`src/rtl/alu_pkg.sv`:
```
// Shared definitions for the ALU driver: default width, ALU command encodings,
// driver FSM states and the response flag packing order.
package alu_pkg;

    localparam int WIDTH_DEFAULT = 32;
    localparam int CNT_W         = 8;

    typedef enum logic [2:0] {
        CMD_ADD  = 3'd0,
        CMD_SUB  = 3'd1,
        CMD_XOR  = 3'd2,
        CMD_SLT  = 3'd3,
        CMD_AND  = 3'd4,
        CMD_NAND = 3'd5,
        CMD_NOR  = 3'd6,
        CMD_OR   = 3'd7
    } alu_cmd_e;

    typedef enum logic [1:0] {
        ST_IDLE   = 2'd0,
        ST_SETTLE = 2'd1,
        ST_HOLD   = 2'd2
    } state_e;

    function automatic logic [2:0] pack_flags(input logic carryout, input logic zero,
                                              input logic overflow);
        return {carryout, zero, overflow};
    endfunction

endpackage

```
`src/rtl/alu_settle_counter.sv`:
```
// Down-counter timing how long the external ALU is given to settle.
// Loads on request accept, counts down while enabled, flags zero.
module alu_settle_counter
    import alu_pkg::*;
(
    input  logic             clk,
    input  logic             reset,
    input  logic             load,
    input  logic [CNT_W-1:0] load_val,
    input  logic             dec,
    output logic             zero
);

    logic [CNT_W-1:0] count;

    always_ff @(posedge clk or posedge reset) begin
        if (reset) begin
            count <= '0;
        end else if (load) begin
            count <= load_val;
        end else if (dec && (count != '0)) begin
            count <= count - 1'b1;
        end
    end

    assign zero = (count == '0);

endmodule

```
`src/rtl/alu_driver.sv`:
```
// Presents one request at a time to an external combinational ALU, waits
// SETTLE cycles, then captures result and flags into a held response.
module alu_driver
    import alu_pkg::*;
#(
    parameter int WIDTH  = WIDTH_DEFAULT,
    parameter int SETTLE = 16
) (
    input  logic             clk,
    input  logic             reset,
    input  logic             req_valid,
    output logic             req_ready,
    input  logic [WIDTH-1:0] req_a,
    input  logic [WIDTH-1:0] req_b,
    input  logic [2:0]       req_cmd,
    output logic [WIDTH-1:0] alu_a,
    output logic [WIDTH-1:0] alu_b,
    output logic [2:0]       alu_cmd,
    input  logic [WIDTH-1:0] alu_result,
    input  logic             alu_carryout,
    input  logic             alu_zero,
    input  logic             alu_overflow,
    output logic             rsp_valid,
    input  logic             rsp_ready,
    output logic [WIDTH-1:0] rsp_result,
    output logic [2:0]       rsp_flags,
    output logic [2:0]       rsp_cmd
);

    localparam logic [CNT_W-1:0] LOAD_VAL = CNT_W'(SETTLE - 1);

    state_e state;
    logic   accept;
    logic   drain;
    logic   cnt_zero;
    logic   cnt_dec;

    assign req_ready = (state == ST_IDLE);
    assign rsp_valid = (state == ST_HOLD);
    assign accept    = req_valid && req_ready;
    assign drain     = rsp_valid && rsp_ready;
    assign cnt_dec   = (state == ST_SETTLE) && !cnt_zero;

    alu_settle_counter u_settle (
        .clk      (clk),
        .reset    (reset),
        .load     (accept),
        .load_val (LOAD_VAL),
        .dec      (cnt_dec),
        .zero     (cnt_zero)
    );

    // Operands stay on the ALU inputs until the next accept, so the ALU output
    // remains meaningful through HOLD and IDLE.
    always_ff @(posedge clk or posedge reset) begin
        if (reset) begin
            state      <= ST_IDLE;
            alu_a      <= '0;
            alu_b      <= '0;
            alu_cmd    <= '0;
            rsp_result <= '0;
            rsp_flags  <= '0;
            rsp_cmd    <= '0;
        end else begin
            case (state)
                ST_IDLE: begin
                    if (accept) begin
                        alu_a   <= req_a;
                        alu_b   <= req_b;
                        alu_cmd <= req_cmd;
                        state   <= ST_SETTLE;
                    end
                end
                ST_SETTLE: begin
                    if (cnt_zero) begin
                        rsp_result <= alu_result;
                        rsp_flags  <= pack_flags(alu_carryout, alu_zero, alu_overflow);
                        rsp_cmd    <= alu_cmd;
                        state      <= ST_HOLD;
                    end
                end
                ST_HOLD: begin
                    if (drain) begin
                        state <= ST_IDLE;
                    end
                end
                default: state <= ST_IDLE;
            endcase
        end
    end

endmodule

```
`config.mk`:
```
export PLATFORM = sky130hd
export DESIGN_NAME = alu_driver
export DESIGN_NICKNAME = d
export VERILOG_FILES = /design/src/rtl/alu_pkg.sv /design/src/rtl/alu_settle_counter.sv /design/src/rtl/alu_driver.sv
export SDC_FILE = /design/constraint.sdc
export NUM_CORES = 1
export LEC_CHECK = 0
export CELL_PAD_IN_SITES_DETAIL_PLACEMENT = 1
export CELL_PAD_IN_SITES_GLOBAL_PLACEMENT = 1
export CORE_ASPECT_RATIO = 0.6
export CORE_MARGIN = 1
export CORE_UTILIZATION = 28
export DETAILED_ROUTE_END_ITERATION = 8
export PLACE_DENSITY_LB_ADDON = 0.1
export SYNTH_ARGS = -nofsm -noshare
export SYNTH_HDL_FRONTEND = slang
export SYNTH_SLANG_ARGS = --single-unit
```
`constraint.sdc`:
```
create_clock -name clk -period 3.45 [get_ports clk]
set_input_delay 0.5175 -clock clk [delete_from_list [all_inputs] [get_ports clk]]
set_output_delay 0.5175 -clock clk [all_outputs]
set_load 0.1 [all_outputs]
```
# Word-level counts from Yosys, hierarchy flattened

Index checks and enable logic that the tools add are counted.

Register bits after elaboration: 115
Input port bits: 106
Output and inout bits: 107

Add/subtract/negate cells: 1
Eq/ne operators: 5
Multiplexer cells: 6
Reduce and logical (&&, ||, !) cells: 12

Operators by type and width:

| kind                  | count |
|---|---|
| $mux W8               | 2 |
| $logic_not A8 Y1      | 1 |
| $reduce_bool A8 Y1    | 1 |
| $sub A8 B1 Y8 const B | 1 |
| $mux W2               | 3 |
| $pmux W2 S3           | 1 |
| $logic_and A1 B1 Y1   | 4 |
| $ne A2 B1 Y1 const B  | 2 |
| $reduce_and A2 Y1     | 2 |
| $reduce_and A3 Y1     | 1 |
| $eq A2 B1 Y1 const B  | 1 |
| $eq A2 B2 Y1 const B  | 1 |
| $logic_not A2 Y1      | 1 |
| $ne A2 B2 Y1 const B  | 1 |
| $reduce_bool A2 Y1    | 1 |
| $logic_not A1 Y1      | 1 |

# Depth between registers and ports, before layout

Word-level depth: 6
Gate-level depth with buffers: 7

# Modules after synthesis

From an unflattened synthesis, not the netlist that was laid out.

Cell total of the unflattened synthesis: 289
Area, all modules: 4,505.6 sq um

Modules (own cells, without submodules):

| module             | instances | cells an instance | area each (sq um) | sequential area each (sq um) |
|---|---|---|---|---|
| alu_driver         | 1         | 236               | 4,010.1           | 2,677.6 |
| alu_settle_counter | 1         | 53                | 495.5             | 200.2 |

# Least setup slack after synthesis

No wires, ideal clock.

Path type: register to output
From: register state[0]
To: output req_ready
Arrival time: 1.745 ns
Data required time: 2.932 ns
Slack: 1.188 ns
Stages on the path, launching flop included: 3
Path buffers: 1
Cell sequence: dfrtp_1 -> buf_4 -> nor2_1

Longest elaborated chain between the ends: 1

RTL lines:

| what                   | RTL line         | source |
|---|---|---|
| from (decl)            | alu_driver.sv:32 | `state_e state;` |
| from (signal assigned) | alu_driver.sv:57 | `state <= ST_IDLE;` |
| from (signal assigned) | alu_driver.sv:71 | `state <= ST_SETTLE;` |
| from (signal assigned) | alu_driver.sv:79 | `state <= ST_HOLD;` |
| $logic_not A2 Y1       | alu_driver.sv:38 | `assign req_ready = (state == ST_IDLE);` |
| to (decl)              | alu_driver.sv:12 | `output logic req_ready,` |

Every way passes these cells.

# Worst setup path after layout

From: register u_settle.count[0]
To: register rsp_result[23]

Longest elaborated chain between the ends: 2

RTL lines:

| what                        | RTL line                 | source |
|---|---|---|
| from (decl)                 | alu_settle_counter.sv:14 | `logic [CNT_W-1:0] count;` |
| from (signal assigned)      | alu_settle_counter.sv:20 | `count <= load_val;` |
| from (signal assigned)      | alu_settle_counter.sv:22 | `count <= count - 1'b1;` |
| $logic_not A8 Y1            | alu_settle_counter.sv:26 | `assign zero = (count == '0);` |
| $reduce_and A2 Y1 (no line) | n/a                      |  |
| to (signal assigned)        | alu_driver.sv:76         | `rsp_result <= alu_result;` |
| to (decl)                   | alu_driver.sv:25         | `output logic [WIDTH-1:0] rsp_result,` |

Every way passes these cells.
A chain may end at the register's enable or synchronous reset.

==> results by group <==
Run status
  – Outcome: completed

STA
  – Final hold vios: 0
  – Worst Skew: 11.8 ps
  – Final setup viols: 0
  – Final min period: 2470 ps
  – Least-Margin Pin Slew: 1040 ps
  – Max transition margin: 0.306
  – Slew Limit Fails: 0
  – RSZ-0062 raised after global routing: no
  – Final Worst Setup Slack: 982 ps
  – Final period util: 0.715
  – Fmax: 0.405 GHz
  – Setup TNS: 0 ps

Logic synthesis
  – Synth Area in Adders: 0.00547
  – Post-synthesis cell area: 4580 µm²
  – Post-Synth Simple-Gate Area: 0.199
  – Yosys cell types: 38
  – Area share of xor/xnor cells in the synthesized design: 0
  – Synth Instances: 418
  – Post-synth EDFFs: 0
  – Top FF cell, synth: dfrtp_1
  – YS warnings: 0
  – Main combinational cell family by area after synthesis: simple AND/OR/NAND/NOR gates
  – Syn nets: 526
  – FFs w/ async S/R, synth: 1.00
  – Register area share after synthesis: 0.629
  – Synthesized flop and latch total: 115
  – Mux share of post-synthesis cell area: 0.114
  – Synth Area in Compound Gates: 0.0262
  – Avg Inst Size Synth: 11.0 µm²

CTS
  – Cts bufs inserted: 17
  – CTS max path bufs: 2
  – Clock transition at path regs: 50 ps
  – Post-cts resize count: 0
  – CTS tree: done
  – CTS root buffer: clkbuf_16
  – Post-CTS setup buffer count: 0
  – Clk Latency, worst-skew pair: 400 ps
  – # hold bufs at CTS: 0
  – H-tree depth: 4
  – Sink Count: 115

Drt
  – Via Count: 3732
  – Routed Antenna Nets: 0
  – Vias/cell: 4.40
  – Avg WL per Cell: 16.6 µm
  – Initial DRC count: 197
  – WL final: 14.1 mm
  – Drt drc: 0
  – Pre-antenna DRT Iters: 4

Final layout
  – Fin util: 0.476
  – Fin nets: 742
  – Ant. Diodes: 0
  – Layout area overhead: 62.9%
  – Most common cell after layout, fill and taps aside: clkdlybuf4s50_1
  – Finished Layout Cells: 849
  – Share of cells above drive strength 1: 0.130
  – Commonest cells after routing, fill and taps aside: clkdlybuf4s50_1 (210), nand2_1 (202), dfrtp_1 (115)

Global route
  – Vias in the first global route: 4182
  – Grt ovf: 0
  – Pin count of the biggest net entering global routing: 64
  – Initial antenna violation count: 0
  – First-pass GRT wire length: 22.6 mm
  – Gr usage total: 0.177

Floorplanning
  – Placement Rows: 35
  – Io pins: 213
  – Chip height: 101 µm
  – Die W: 167 µm
  – Initial Utilization: 0.292
  – Core Box Area: 15700 µm²
  – Die area: 16900 µm²

Critical path
  – Crit path required time: 3730 ps
  – Worst r2r src: u_settle.count[0]
  – Worst path arrival time: 2750 ps
  – Worst-path fanout max: 31
  – Critical path buffers and inverters: 2
  – Worst setup SP type: flop
  – Crit-path cells: inv_1 -> ha_1 -> nor3b_2 -> nand3_2 -> buf_4 -> mux2_4
  – Crit path capture type: flop
  – Worst path max stage delay: 530 ps
  – Worst setup path class: reg2reg
  – Crit path from: u_settle.count[0]
  – CP top delay family: simple AND/OR/NAND/NOR gates
  – Crit-path slowest cell: nor3b_2

Place
  – Post-Place Worst Slack: 891 ps
  – I/O Buffers: 212
  – Post-DP HPWL: 9.89 mm
  – Placed insts: 818
  – Gpl congestion: 0.744

Worst hold path
  – Hold WC Path Type: reg2reg
  – Hold path start: alu_b[28]

Job
  – Max-Cap Viols: 0
[worst reg2reg max path, cell delays in order, from the launching register on]
cell     delay [ps]
dfrtp_1         400
inv_1           100
ha_1            150
nor3b_2         530
nand3_2         370
buf_4           410
mux2_4          390
[cells in the mapped netlist (all sizes together), types with 2 or more instances]
master	count	area, µm²
a211o	2	17.5
nor2	3	11.3
ha	2	25.0
or2	2	12.5
a2111oi	2	17.5
dfrtp	115	2880
mux2i	2	20.0
inv	4	15.0
clkbuf	16	60.1
buf	5	46.3
nor3b	2	20.0
or4	3	22.5
nand2	202	758
mux2	38	503
[state kept, by name, indices dropped and copies added (netlist names)]
signal,flops
rsp_flags,3
rsp_result,32
alu_a,32
state,2
alu_cmd,3
alu_b,32
u_settle.count,8
rsp_cmd,3
[cell type report]
type                    instances  area (µm²)
clock buffers                  20         447
clock inverters                11        88.8
fillers                      1697        8220
inverters                       4        18.8
multi-input cells             278        1580
flip-flops and latches        115        2880
well taps                     203         254
repair buffers                218        2190
[path summary, 6_finish.rpt]
check,to,slack (ps),depth (start not counted)
worst max-delay path,rsp_result[23],980,6
worst min-delay path,alu_b[28],470,2
worst max register to register,rsp_result[23],980,6
worst min register to register,alu_b[28],470,2
max in group asynchronous,alu_a[12],1910,3
min in group asynchronous,alu_b[12],670,2
[logic make-up after synthesis]
| kind of cell | count (synthesis) |
|---|---|
| compound gates | 15 |
| flops | 115 |
| buf+inv | 25 |
| fa+ha+maj | 2 |
| mux | 40 |
| simple gates | 221 |
[through the flow]
step	instance area [µm²]	hold WS, ps
floorplan	4580	473
global route	7460	497
CTS	7460	476
finish	7460	469
detailed placement	6920	465
global placement	6920	458
[layer usage]
layer | global-route usage | vias to the layer above | part of all wire
met5 | 0 | - | 0
met4 | 0.0598 | 0 | 0.0062
met3 | 0.0679 | 8 | 0.076
met2 | 0.270 | 106 | 0.46
met1 | 0.230 | 1844 | 0.46
li1 | - | 1774 | -
Power is left out: the tool's default activity adds up to more than one toggle a clock period on the data nets, which glitch-free logic cannot reach.
